$ cat config.mk
export PLATFORM = sky130hd
export DESIGN_NAME = eth_rx_framer
export DESIGN_NICKNAME = d
export VERILOG_FILES = /design/src/rtl/eth_rx_framer_pkg.sv /design/src/rtl/eth_crc32_byte.sv /design/src/rtl/eth_rx_framer.sv
export SDC_FILE = /design/constraint.sdc
export NUM_CORES = 1
export LEC_CHECK = 0
export CAP_MARGIN = 20
export CELL_PAD_IN_SITES_DETAIL_PLACEMENT = 2
export CELL_PAD_IN_SITES_GLOBAL_PLACEMENT = 2
export CORE_UTILIZATION = 31
export CTS_CLUSTER_DIAMETER = 30
export DETAILED_ROUTE_END_ITERATION = 10
export GPL_ROUTABILITY_DRIVEN = 0
export HOLD_SLACK_MARGIN = 0.08
export PLACE_DENSITY_LB_ADDON = 0.15
export SETUP_SLACK_MARGIN = 0.2
export SLEW_MARGIN = 20
export SYNTH_ARGS = -nofsm -noshare
export SYNTH_HDL_FRONTEND = slang
export SYNTH_HIERARCHICAL = 1
export SYNTH_SLANG_ARGS = --single-unit
$ cat constraint.sdc
create_clock -name clk -period 2.4 [get_ports clk]
set_input_delay 0.48 -clock clk [delete_from_list [all_inputs] [get_ports clk]]
set_output_delay 0.48 -clock clk [all_outputs]
set_load 0.02 [all_outputs]
$ cat src/rtl/eth_rx_framer_pkg.sv
// Shared constants and types for the GMII receive path (framer, CRC, future TX FCS).
package eth_rx_framer_pkg;

    localparam logic [7:0]  ETH_PREAMBLE  = 8'h55;
    localparam logic [7:0]  ETH_SFD       = 8'hD5;

    localparam logic [31:0] CRC32_POLY    = 32'hEDB88320;
    localparam logic [31:0] CRC32_INIT    = 32'hFFFFFFFF;
    localparam logic [31:0] CRC32_RESIDUE = 32'hDEBB20E3;

    localparam int unsigned ETH_MIN_FRAME = 64;
    localparam int unsigned ETH_MAX_FRAME = 1518;

    localparam int unsigned STATUS_W        = 5;
    localparam int unsigned ST_CRC_ERR      = 0;
    localparam int unsigned ST_RUNT         = 1;
    localparam int unsigned ST_OVERSIZE     = 2;
    localparam int unsigned ST_PHY_ERR      = 3;
    localparam int unsigned ST_PREAMBLE_ERR = 4;

    localparam int unsigned BYTE_CNT_W = 11;
    localparam int unsigned PRE_CNT_W  = 4;
    localparam int unsigned DLY_DEPTH  = 4;

    typedef enum logic [1:0] {
        S_IDLE,
        S_PREAMBLE,
        S_DATA,
        S_DROP
    } rx_state_t;

endpackage

$ cat src/rtl/eth_crc32_byte.sv
// Combinational next-state of the reflected Ethernet CRC-32 for one byte, LSB first.
module eth_crc32_byte
    import eth_rx_framer_pkg::*;
(
    input  logic [31:0] crc_in,
    input  logic [7:0]  data,
    output logic [31:0] crc_out
);

    logic [31:0] acc;

    always_comb begin
        acc = crc_in;
        for (int unsigned i = 0; i < 8; i++) begin
            if (acc[0] ^ data[i]) begin
                acc = (acc >> 1) ^ CRC32_POLY;
            end else begin
                acc = acc >> 1;
            end
        end
        crc_out = acc;
    end

endmodule

$ cat src/rtl/eth_rx_framer.sv
// GMII receive framer: strips preamble/SFD and FCS, checks CRC-32, classifies and counts frames.
module eth_rx_framer
    import eth_rx_framer_pkg::*;
#(
    parameter int unsigned MIN_PREAMBLE = 1,
    parameter int unsigned MIN_FRAME    = ETH_MIN_FRAME,
    parameter int unsigned MAX_FRAME    = ETH_MAX_FRAME,
    parameter int unsigned CNT_W        = 32
) (
    input  logic                clk,
    input  logic                rst_n,
    input  logic [7:0]          gmii_rxd,
    input  logic                gmii_rx_dv,
    input  logic                gmii_rx_er,
    output logic [7:0]          rx_data,
    output logic                rx_dv,
    output logic                rx_er,
    output logic                frame_done,
    output logic [STATUS_W-1:0] frame_status,
    output logic [CNT_W-1:0]    good_cnt,
    output logic [CNT_W-1:0]    bad_cnt
);

    localparam logic [PRE_CNT_W-1:0]  MIN_PRE_C   = PRE_CNT_W'(MIN_PREAMBLE);
    localparam logic [BYTE_CNT_W-1:0] MIN_FRAME_C = BYTE_CNT_W'(MIN_FRAME);
    localparam logic [BYTE_CNT_W-1:0] MAX_FRAME_C = BYTE_CNT_W'(MAX_FRAME);
    localparam logic [BYTE_CNT_W-1:0] DLY_FULL_C  = BYTE_CNT_W'(DLY_DEPTH);
    localparam logic [BYTE_CNT_W-1:0] FWD_LIMIT_C = BYTE_CNT_W'(MAX_FRAME + DLY_DEPTH);

    rx_state_t                state;
    logic [PRE_CNT_W-1:0]     pre_cnt;
    logic [BYTE_CNT_W-1:0]    byte_cnt;
    logic [31:0]              crc;
    logic [31:0]              crc_next;
    logic [DLY_DEPTH-1:0][7:0] dly_data;
    logic [DLY_DEPTH-1:0]     dly_er;
    logic                     phy_err;
    logic                     oversize;
    logic                     pre_err;
    logic                     fwd;
    logic                     done_now;
    logic [STATUS_W-1:0]      status_now;

    eth_crc32_byte u_crc (
        .crc_in  (crc),
        .data    (gmii_rxd),
        .crc_out (crc_next)
    );

    // The oldest byte leaves only once the line is full; bytes at index >= MAX_FRAME are not forwarded.
    assign fwd = (byte_cnt >= DLY_FULL_C) && (byte_cnt < FWD_LIMIT_C);

    always_ff @(posedge clk) begin
        if (!rst_n) begin
            state    <= S_IDLE;
            pre_cnt  <= '0;
            byte_cnt <= '0;
            crc      <= CRC32_INIT;
            dly_data <= '0;
            dly_er   <= '0;
            phy_err  <= 1'b0;
            oversize <= 1'b0;
            pre_err  <= 1'b0;
            rx_data  <= '0;
            rx_dv    <= 1'b0;
            rx_er    <= 1'b0;
        end else begin
            case (state)
                S_IDLE: begin
                    if (gmii_rx_dv) begin
                        pre_err <= 1'b0;
                        if (gmii_rxd == ETH_PREAMBLE) begin
                            state   <= S_PREAMBLE;
                            pre_cnt <= PRE_CNT_W'(1);
                        end else begin
                            state <= S_DROP;
                        end
                    end
                end
                S_PREAMBLE: begin
                    if (!gmii_rx_dv) begin
                        state <= S_IDLE;
                    end else if (gmii_rxd == ETH_PREAMBLE) begin
                        if (pre_cnt != '1) begin
                            pre_cnt <= pre_cnt + 1'b1;
                        end
                    end else if ((gmii_rxd == ETH_SFD) && (pre_cnt >= MIN_PRE_C)) begin
                        state    <= S_DATA;
                        crc      <= CRC32_INIT;
                        byte_cnt <= '0;
                        phy_err  <= 1'b0;
                        oversize <= 1'b0;
                    end else begin
                        state   <= S_DROP;
                        pre_err <= 1'b1;
                    end
                end
                S_DATA: begin
                    if (!gmii_rx_dv) begin
                        state    <= S_IDLE;
                        dly_data <= '0;
                        dly_er   <= '0;
                        rx_data  <= '0;
                        rx_dv    <= 1'b0;
                        rx_er    <= 1'b0;
                    end else begin
                        crc      <= crc_next;
                        dly_data <= {dly_data[DLY_DEPTH-2:0], gmii_rxd};
                        dly_er   <= {dly_er[DLY_DEPTH-2:0], gmii_rx_er};
                        if (byte_cnt != '1) begin
                            byte_cnt <= byte_cnt + 1'b1;
                        end
                        if (gmii_rx_er) begin
                            phy_err <= 1'b1;
                        end
                        if (byte_cnt >= MAX_FRAME_C) begin
                            oversize <= 1'b1;
                        end
                        rx_dv   <= fwd;
                        rx_er   <= fwd & dly_er[DLY_DEPTH-1];
                        rx_data <= fwd ? dly_data[DLY_DEPTH-1] : '0;
                    end
                end
                S_DROP: begin
                    if (!gmii_rx_dv) begin
                        state <= S_IDLE;
                    end
                end
                default: state <= S_IDLE;
            endcase
        end
    end

    // Classification happens on the cycle gmii_rx_dv falls; the result is registered below.
    always_comb begin
        done_now   = 1'b0;
        status_now = '0;
        if (!gmii_rx_dv) begin
            if (state == S_DATA) begin
                done_now                = 1'b1;
                status_now[ST_CRC_ERR]  = (crc != CRC32_RESIDUE);
                status_now[ST_RUNT]     = (byte_cnt < MIN_FRAME_C);
                status_now[ST_OVERSIZE] = oversize;
                status_now[ST_PHY_ERR]  = phy_err;
            end else if ((state == S_DROP) && pre_err) begin
                done_now                    = 1'b1;
                status_now[ST_PREAMBLE_ERR] = 1'b1;
            end
        end
    end

    always_ff @(posedge clk) begin
        if (!rst_n) begin
            frame_done   <= 1'b0;
            frame_status <= '0;
            good_cnt     <= '0;
            bad_cnt      <= '0;
        end else begin
            frame_done <= done_now;
            if (done_now) begin
                frame_status <= status_now;
                if (status_now == '0) begin
                    if (good_cnt != '1) begin
                        good_cnt <= good_cnt + 1'b1;
                    end
                end else if (bad_cnt != '1) begin
                    bad_cnt <= bad_cnt + 1'b1;
                end
            end
        end
    end

endmodule

---- Word level (Yosys, flattened, before mapping) ----
Index checks and enable logic that the tools add are counted.
operators by class
  add/subtract/negate cells ............... 4
  reduce and logical (&&, ||, !) cells .... 17
  bitwise operators ....................... 18
  multiplexer cells ....................... 58
  equality and inequality tests ........... 24
  order comparisons ....................... 5
operators with widths
  kind                                                                count
  2-to-1 mux 32 bit                                                   13
  NOT 13 -> 14 bit                                                    8
  inequality test 32 bit, second input constant                       3
  adder 32 x 1 -> 32 bit, second input constant                       2
  one-hot mux 32 bit (2 select lines)                                 1
  2-to-1 mux 11 bit                                                   5
  2-to-1 mux 4 bit                                                    7
  inequality test 2 bit, second input constant                        13
  AND reduction 6 bit                                                 4
  one-hot mux 11 bit (2 select lines)                                 1
  2-to-1 mux 1 bit                                                    18
  2-to-1 mux 8 bit                                                    2
  adder 11 x 1 -> 11 bit, second input constant                       1
  greater-or-equal comparator 11 bit, second input constant           1
  greater-or-equal comparator 11 x 3 -> 1 bit, second input constant  1
  less-than comparator 11 bit, second input constant                  1
  less-than comparator 11 x 7 -> 1 bit, second input constant         1
  inequality test 11 bit, second input constant                       1
  2-to-1 mux 2 bit                                                    5
  AND reduction 5 bit                                                 2
  AND reduction 3 bit                                                 3
  equality test 8 x 7 -> 1 bit, second input constant                 1
  equality test 8 bit, second input constant                          1
  one-hot mux 4 bit (2 select lines)                                  1
  other kinds (17)                                                    30
storage, ports and cells
  input bits .............................. 12
  register bits after elaboration ......... 168

---- Longest topological paths before layout ----
Gate-level depths: netlist (run 1).
  depth after elaboration ................. 18
  mapped depth ............................ 9
  mapped depth without buffers ............ 7

---- Cells and area by module ----
The synthesis (run 1) kept the hierarchy.
modules (own cells, without submodules)
  module          times used  cells each  area an instance (µm²)
  eth_rx_framer   1           868         7263.2
  eth_crc32_byte  1           70          769.5

---- Worst setup path before layout (run 1) ----
Ideal clock, no wire load.
  path type ............................... reg2reg
  start point ............................. reg bad_cnt[3]
  end point ............................... reg bad_cnt[27]
  setup time .............................. 0.070 ns
  stages on the path, launching flop included .. 8
  buffers on the path ..................... 1
  data arrival time ....................... 2.249 ns
  path slack .............................. 0.081 ns
  data required time ...................... 2.330 ns
  cell sequence ........................... dfxtp_1 -> nand4_4 -> nor4_4 -> and3_4 -> nand3_2 -> buf_6 -> or4_1 -> a21oi_1
on the way
  longest elaborated chain between the ends .. 2
  elaborated cells between the ends (all ways) .. 3
  those cells by class .................... add/sub (1); eq/ne (1); reduce/logical (1)
RTL lines
  item                                                                            line                  text
  start, declared                                                                 eth_rx_framer.sv:21   output logic [CNT_W-1:0] bad_cnt
  start signal, assigned                                                          eth_rx_framer.sv:167  bad_cnt <= bad_cnt + 1'b1;
  parallel branches: the longest is 2 deep, another holds adder 32 x 1 -> 32 bit  --
Parallel ways; which one is timed is not known.
A chain may end at the register's enable or synchronous reset.

---- Worst setup path in the final report (run 1) ----
  start point ............................. reg crc[2]
  end point ............................... reg good_cnt[3]
on the way
  longest elaborated chain between the ends .. 5
RTL lines
  item                                  line                  text
  start, declared                       eth_rx_framer.sv:33   logic [31:0] crc;
  start signal, assigned                eth_rx_framer.sv:107  crc <= crc_next;
  inequality test 32 bit                eth_rx_framer.sv:141  status_now[ST_CRC_ERR] = (crc != CRC32_RESIDUE);
  2-to-1 mux 4 bit                      eth_rx_framer.sv:139  if (state == S_DATA) begin
  2-to-1 mux 5 bit                      eth_rx_framer.sv:138  if (!gmii_rx_dv) begin
  zero test 5 bit                       eth_rx_framer.sv:162  if (status_now == '0) begin
  AND reduction 3 bit (no source line)  --
  end signal, assigned                  eth_rx_framer.sv:164  good_cnt <= good_cnt + 1'b1;
  end, declared                         eth_rx_framer.sv:20   output logic [CNT_W-1:0] good_cnt,
Every way passes these cells.

==> qor.csv, run 1 <==
metric,value,unit
status,finished clean,
finalHoldViolCount,0,
root_buffer,clkbuf_16,
ff2ff_setup_slack,0.10,ns
nNetsFinal,1135,
pre_cts_ws,-0.2297,ns
grt_start_max_net_pins,59,
drcViolationCount,0,
vdd_drop_max,0.3779,mV
clkLatencyLatePin,0.45,ns
synth-seq-cells,168,
synth-edff-count,0,
critPathRequiredTime,2.76,ns
drive_gt1_share,21.43,%
wl,27530,um
via_count,7821,
syn_to_final_growth,38.35,%
finalClockSkew,0.01569,ns
ctsLongestPathBuffers,2,
critPathArrivalTime,2.66,ns
io_buffers,91,
clock_sinks,168,
tightest_slew,0.7057,ns
finalCritPeriodShare,95.73,%
powerDensity,620.2,nW/um2
num_rows,58,
fill_cells,2763,
postPlaceCellArea,9938,um2
clk_pin_slew_worst_paths,0.08,ns
slew_headroom,52.96,%
r2r-start,crc[2],
avgRoutedWirePerCell,18.87,um
seqCellArea,3374,um2
finalSetupTns,0,ns
path_class,reg -> reg,
synth.avg_cell_area,8.564,um2
grt_pass1_wl,43800,um
core_area,25330,um2
maxCapViolCount,0,
ys_warn_count,6,
fin_util,43.88,%
ys_seq_area_share,41.87,%
vias_per_cell,5.361,
ff2ff_path_depth,8,
grt_usage,20.70,%
endpoint,good_cnt[3],
finalSetupViolations,0,
synth_flop_cell,dfxtp_1,
endpoint_kind,register,
hpwl,17710,um
die-width,163.0,um
die_area,26560,um2
fmax,0.4353,GHz
antenna_found_initial,0,
worstReg2RegEnd,good_cnt[3],
postSynth.asyncResetShare,0,%
multi_input_area,4608,um2
setup_ws,0.1026,ns
hold_buffers,0,
yosysUniqueCellTypes,65,
insertedDiodeCount,0,
dp.cells,1407,
fp.dieH,163.0,um
final_cells,1459,
numCtsBuffers,17,
dr.pass1.iters,4,
final_cell_area,11110,um2
hp-class,reg -> reg,
grt-ovfl-total,0,
cts_tree,yes,
syn_area,8033,um2
synthesis.nets,957,
antenna_left,0,
p_leak,3.869,nW
rsz0062_at_grt,yes,
drv_slew,0,
grt_pass1_vias,8378,
syn-instance-count,938,
fin_crit,2.297,ns
critical_path.startpoint,crc[2],
start_util,31.72,%
num_io_pins,92,
setup.worst_path.start_class,register,
htree_levels,4,
crit_fanout,13,
drt_iter0_markers,344,
## per-layer routing
metal | share of wire, % | GRT usage [%] | wire (um) | up-vias
li1 | - | - | - | 3745
met1 | 46 | 25.82 | 12580 | 3941
met2 | 50 | 36.46 | 13900 | 102
met3 | 2.2 | 3.489 | 604 | 33
met4 | 1.6 | 5.650 | 446 | 0
met5 | 0 | 0 | 0 | -
## cell usage in the layout (no fill, tap or decap), types with 7 or more instances in the layout
| cell type | count |
|---|---|
| clkdlybuf4s50_1 | 90 |
| or3_1 | 33 |
| ha_1 | 7 |
| o21ai_0 | 36 |
| and3_1 | 9 |
| xor2_1 | 22 |
| nand4_1 | 31 |
| inv_1 | 11 |
| xnor2_1 | 44 |
| or4_1 | 8 |
| dfxtp_2 | 9 |
| o22ai_1 | 31 |
| a21oi_2 | 12 |
| nor3_1 | 7 |
| nor4_1 | 9 |
| buf_4 | 107 |
| nor2_1 | 46 |
| nand2b_1 | 8 |
| nand2_1 | 112 |
| dfxtp_1 | 159 |
| a21oi_1 | 84 |
| clkbuf_16 | 19 |
| o31ai_1 | 10 |
| nand3_1 | 74 |
| a22oi_1 | 14 |
## cells in the mapped netlist (4+ instances only)
cell | number | share of area, %
or3_1 | 37 | 2.9
nand3_1 | 76 | 4.7
clkbuf_8 | 4 | 0.69
nor2b_1 | 4 | 0.31
nor4_1 | 12 | 0.93
nand4_1 | 31 | 2.4
o21a_1 | 5 | 0.47
or4_1 | 13 | 1.2
nand2b_1 | 9 | 0.70
o22ai_1 | 32 | 2.5
nor3_1 | 8 | 0.50
clkbuf_1 | 44 | 2.1
dfxtp_1 | 168 | 42
xnor2_1 | 45 | 4.9
nand2_1 | 113 | 5.3
o21ai_0 | 41 | 2.6
xnor2_2 | 5 | 1.0
and3_1 | 9 | 0.70
xor2_2 | 5 | 1.0
xor2_1 | 22 | 2.4
a21oi_1 | 96 | 6.0
buf_2 | 5 | 0.31
nor2_1 | 47 | 2.2
a22oi_1 | 14 | 1.3
mux2i_1 | 6 | 0.75
ha_1 | 7 | 1.1
and4_1 | 5 | 0.55
inv_1 | 12 | 0.56
o31ai_1 | 11 | 1.0
## metrics by stage
stage | power, mW | hold WS (ns)
after floorplan | 3.625 | 0.4316
after global placement | 3.991 | 0.4413
after detailed placement | 4.028 | 0.4473
after CTS | 6.957 | 0.4575
after global routing | 7.188 | 0.4723
final | 6.893 | 0.4541
## how the worst min path moves through the flow
stage	endpoint	start	slack, ns	cells past startpoint
floorplan	dly_data[24]	dly_data[24]	0.43	2
CTS	dly_data[31]	dly_data[31]	0.46	2
finish	dly_data[29]	dly_data[29]	0.45	2
global placement	dly_data[31]	dly_data[31]	0.44	2
global route	dly_data[12]	dly_data[12]	0.47	2
detailed placement	dly_data[22]	dly_data[22]	0.45	2
## logic make-up after synthesis
group / Yosys count / synth area share [%]
AO/OA/AOI/OAI: 217 / 15.92
XOR/XNOR: 82 / 10.89
adder cells (fa/ha/maj): 7 / 1.090
buffers and inverters: 70 / 4.128
flip-flops: 168 / 41.87
multiplexers: 6 / 0.7477
AND/OR/NAND/NOR: 388 / 25.36
## what timing repair did
action | 4_1_cts | 5_1_grt
buffers inserted | 8 | 6
cloned | 4 | 2
pin swaps | 19 | 22
endpoints found under the setup margin | 67 | 117
gates resized for setup | 35 | 41
## sequential cells by signal, indices dropped and copies added, names as in the netlist
register      count
state             2
crc              32
oversize          1
pre_err           1
rx_er             1
bad_cnt          32
rx_data           8
dly_data         32
pre_cnt           4
frame_status      5
rx_dv             1
phy_err           1
frame_done        1
byte_cnt         11
dly_er            4
good_cnt         32
## where the power goes
part | switching (mW) | total (mW) | internal, mW
Sequential | 0.0432 | 2.88 | 2.84
Combinational | 0.597 | 1.17 | 0.568
Clock | 1.35 | 2.84 | 1.49
Total | 1.99 | 6.89 | 4.90
## critical path, stage by stage (launching register included)
cell      delay [ns]
dfxtp_2         0.32
nand4b_1        0.18
or4_4           0.45
o31ai_4         0.26
buf_6           0.16
nand3_4         0.13
buf_8           0.19
or3_1           0.35
a21oi_1         0.18
## cell type report
| cell class | count | share of cell area (%) |
|---|---|---|
| Sequential cell | 168 | 30.36 |
| Clock inverter | 15 | 1.542 |
| Multi-Input combinational cell | 700 | 41.47 |
| Clock buffer | 17 | 3.828 |
| Tap cell | 330 | 3.715 |
| Timing Repair Buffer | 217 | 18.67 |
| Inverter | 12 | 0.4166 |
No activity file was read; power rests on OpenSTA's default activity.
==> run 2, diff against run 1 <==
--- a/config.mk
+++ b/config.mk
@@ -8,14 +8,13 @@
 export CAP_MARGIN = 20
 export CELL_PAD_IN_SITES_DETAIL_PLACEMENT = 2
 export CELL_PAD_IN_SITES_GLOBAL_PLACEMENT = 2
-export CORE_UTILIZATION = 31
+export CORE_UTILIZATION = 37
 export CTS_CLUSTER_DIAMETER = 30
 export DETAILED_ROUTE_END_ITERATION = 10
 export GPL_ROUTABILITY_DRIVEN = 0
 export HOLD_SLACK_MARGIN = 0.08
 export PLACE_DENSITY_LB_ADDON = 0.15
 export SETUP_SLACK_MARGIN = 0.2
-export SLEW_MARGIN = 20
 export SYNTH_ARGS = -nofsm -noshare
 export SYNTH_HDL_FRONTEND = slang
 export SYNTH_HIERARCHICAL = 1
==> constraint.sdc (replaced) <==
create_clock -name clk -period 2.7 [get_ports clk]
set_input_delay 0.54 -clock clk [delete_from_list [all_inputs] [get_ports clk]]
set_output_delay 0.54 -clock clk [all_outputs]
set_load 0.02 [all_outputs]
==> run 2 against run 1 <==
Effect of this change: critical path depth unchanged; die area is 16% lower; core utilization up 4.0 points; via count shrank 3.6%; combinational power fell by 25%; total power is 14% lower; non-clock buffer count decreased by 67; setup slack improved by 0.18 ns; cell area fell by 8.8%; largest cell class unchanged; flip-flop and latch count unchanged; first-iteration DRC count fell by 24%; worst hold slack better by 0.00090 ns.
==> qor.csv, run 2 (same netlist as run 1, synthesis figures left out) <==
metric,value,unit
status,finished clean,
clk_pin_slew_worst_paths,0.08,ns
critPathSlowestCell,dfxtp_1,
vias_per_cell,5.638,
die_area,22300,um2
dr.pass1.iters,4,
critPathRequiredTime,3.07,ns
vdd_drop_max,0.4224,mV
grt_start_max_net_pins,82,
ctsLongestPathBuffers,2,
core_area,21150,um2
ff2ff_setup_slack,0.28,ns
min_path_cells,2,
maxCapViolCount,0,
grt_pass1_wl,42870,um
fin_crit,2.416,ns
finalSetupTns,0,ns
hp-class,reg -> reg,
min_from,dly_data[27],
powerDensity,584.0,nW/um2
htree_levels,4,
worstReg2RegEnd,good_cnt[5],
p_leak,3.387,nW
root_buffer,clkbuf_16,
start_util,37.97,%
avgRoutedWirePerCell,19.66,um
tightest_slew,0.6737,ns
fp.dieH,149.3,um
path_class,reg -> reg,
r2r-start,crc[16],
endpoint_kind,register,
most-common-layout-cells,"dfxtp_1, nand2_1, a21oi_1",
whs_endpoint,dly_data[27],
cpPeakStageDelay,0.42,ns
fin_util,47.92,%
finalSetupViolations,0,
clock_sinks,168,
drcViolationCount,0,
clkLatencyLatePin,0.45,ns
setup.worst_path.start_class,register,
whs,0.4550,ns
final_common_cell,dfxtp_1,
antenna_found_initial,0,
crit_path_cell_trace,"nor4bb_2, nand4_1, o31ai_4, buf_4, nand3_4, buf_4, or3_1, a21oi_1",
die-width,149.3,um
finalHoldViolCount,0,
critPathArrivalTime,2.79,ns
finalClockSkew,0.01871,ns
num_rows,53,
finalCritPeriodShare,89.49,%
num_io_pins,92,
drt_iter0_markers,263,
fmax,0.4139,GHz
hpwl,17380,um
grt_usage,24.35,%
cpMostUsedCell,buf_4,
ff2ff_path_depth,8,
design_power_total,5.920,mW
crit_fanout,17,
drv_slew,0,
antenna_left,0,
wl,26280,um
nNetsFinal,1068,
rsz0062_at_grt,no,
insertedDiodeCount,0,
drive_gt1_share,12.90,%
via_count,7538,
grt-ovfl-total,0,
syn_to_final_growth,26.20,%
cts_tree,yes,
io_buffers,91,
slew_headroom,55.09,%
grt_pass1_vias,8200,
numCtsBuffers,17,
-- run 2: layout make-up --
class                   instances  area [um2]
clock buffers                  17       425.4
clock inverters                15       148.9
fillers                      2289       11020
inverters                      12       46.29
multi-input cells             700        4405
flip-flops and latches        168        3368
well taps                     275       344.1
repair buffers                150        1399
-- run 2: power by group --
group / total [mW] / switching [mW] / internal [mW]
Sequential: 2.58 / 0.0525 / 2.52
Clock: 2.46 / 1.23 / 1.23
Combinational: 0.883 / 0.473 / 0.409
-- run 2: layer usage --
layer / up-vias / wire [um] / track usage, %
met5: - / 0 / 0
met4: 0 / 501 / 7.908
met3: 40 / 509 / 3.639
met2: 96 / 13890 / 44.91
met1: 3804 / 11380 / 28.51
li1: 3598 / - / -
-- run 2: repair_timing --
action                                  in CTS  in global routing
pin swaps                                    1                  3
endpoints found under the hold margin        0                  0
gates resized for setup                      4                 11
hold buffers                                 0                  0
endpoints found under the setup margin      29                 22
setup buffers                                3                  2
-- run 2: worst max-delay path by stage --
stage,from,end,slack [ns],cells after the start
final,crc[16],good_cnt[5],0.28,8
after detailed placement,gmii_rxd[0],crc[23],-0.09,7
after CTS,byte_cnt[9],bad_cnt[25],0.22,7
after floorplan,bad_cnt[3],bad_cnt[27],0.38,7
after global placement,gmii_rx_dv,bad_cnt[27],0.03,7
after global routing,crc[16],good_cnt[25],0.13,8
-- run 2: stage by stage --
stage	instance area [um2]	setup WS (ns)	cells
floorplan	8033	0.3814	938
global placement	9462	0.02879	1300
detailed placement	9462	-0.09378	1300
CTS	10080	0.2205	1335
global route	10140	0.1349	1337
finish	10140	0.2839	1337
-- run 2: worst max-delay path: cells and delay by family (launching register included) --
family                 cells  cell delay (ns)
flip-flops                 1             0.42
AO/OA/AOI/OAI              2             0.43
AND/OR/NAND/NOR            4             1.07
buffers and inverters      2             0.42
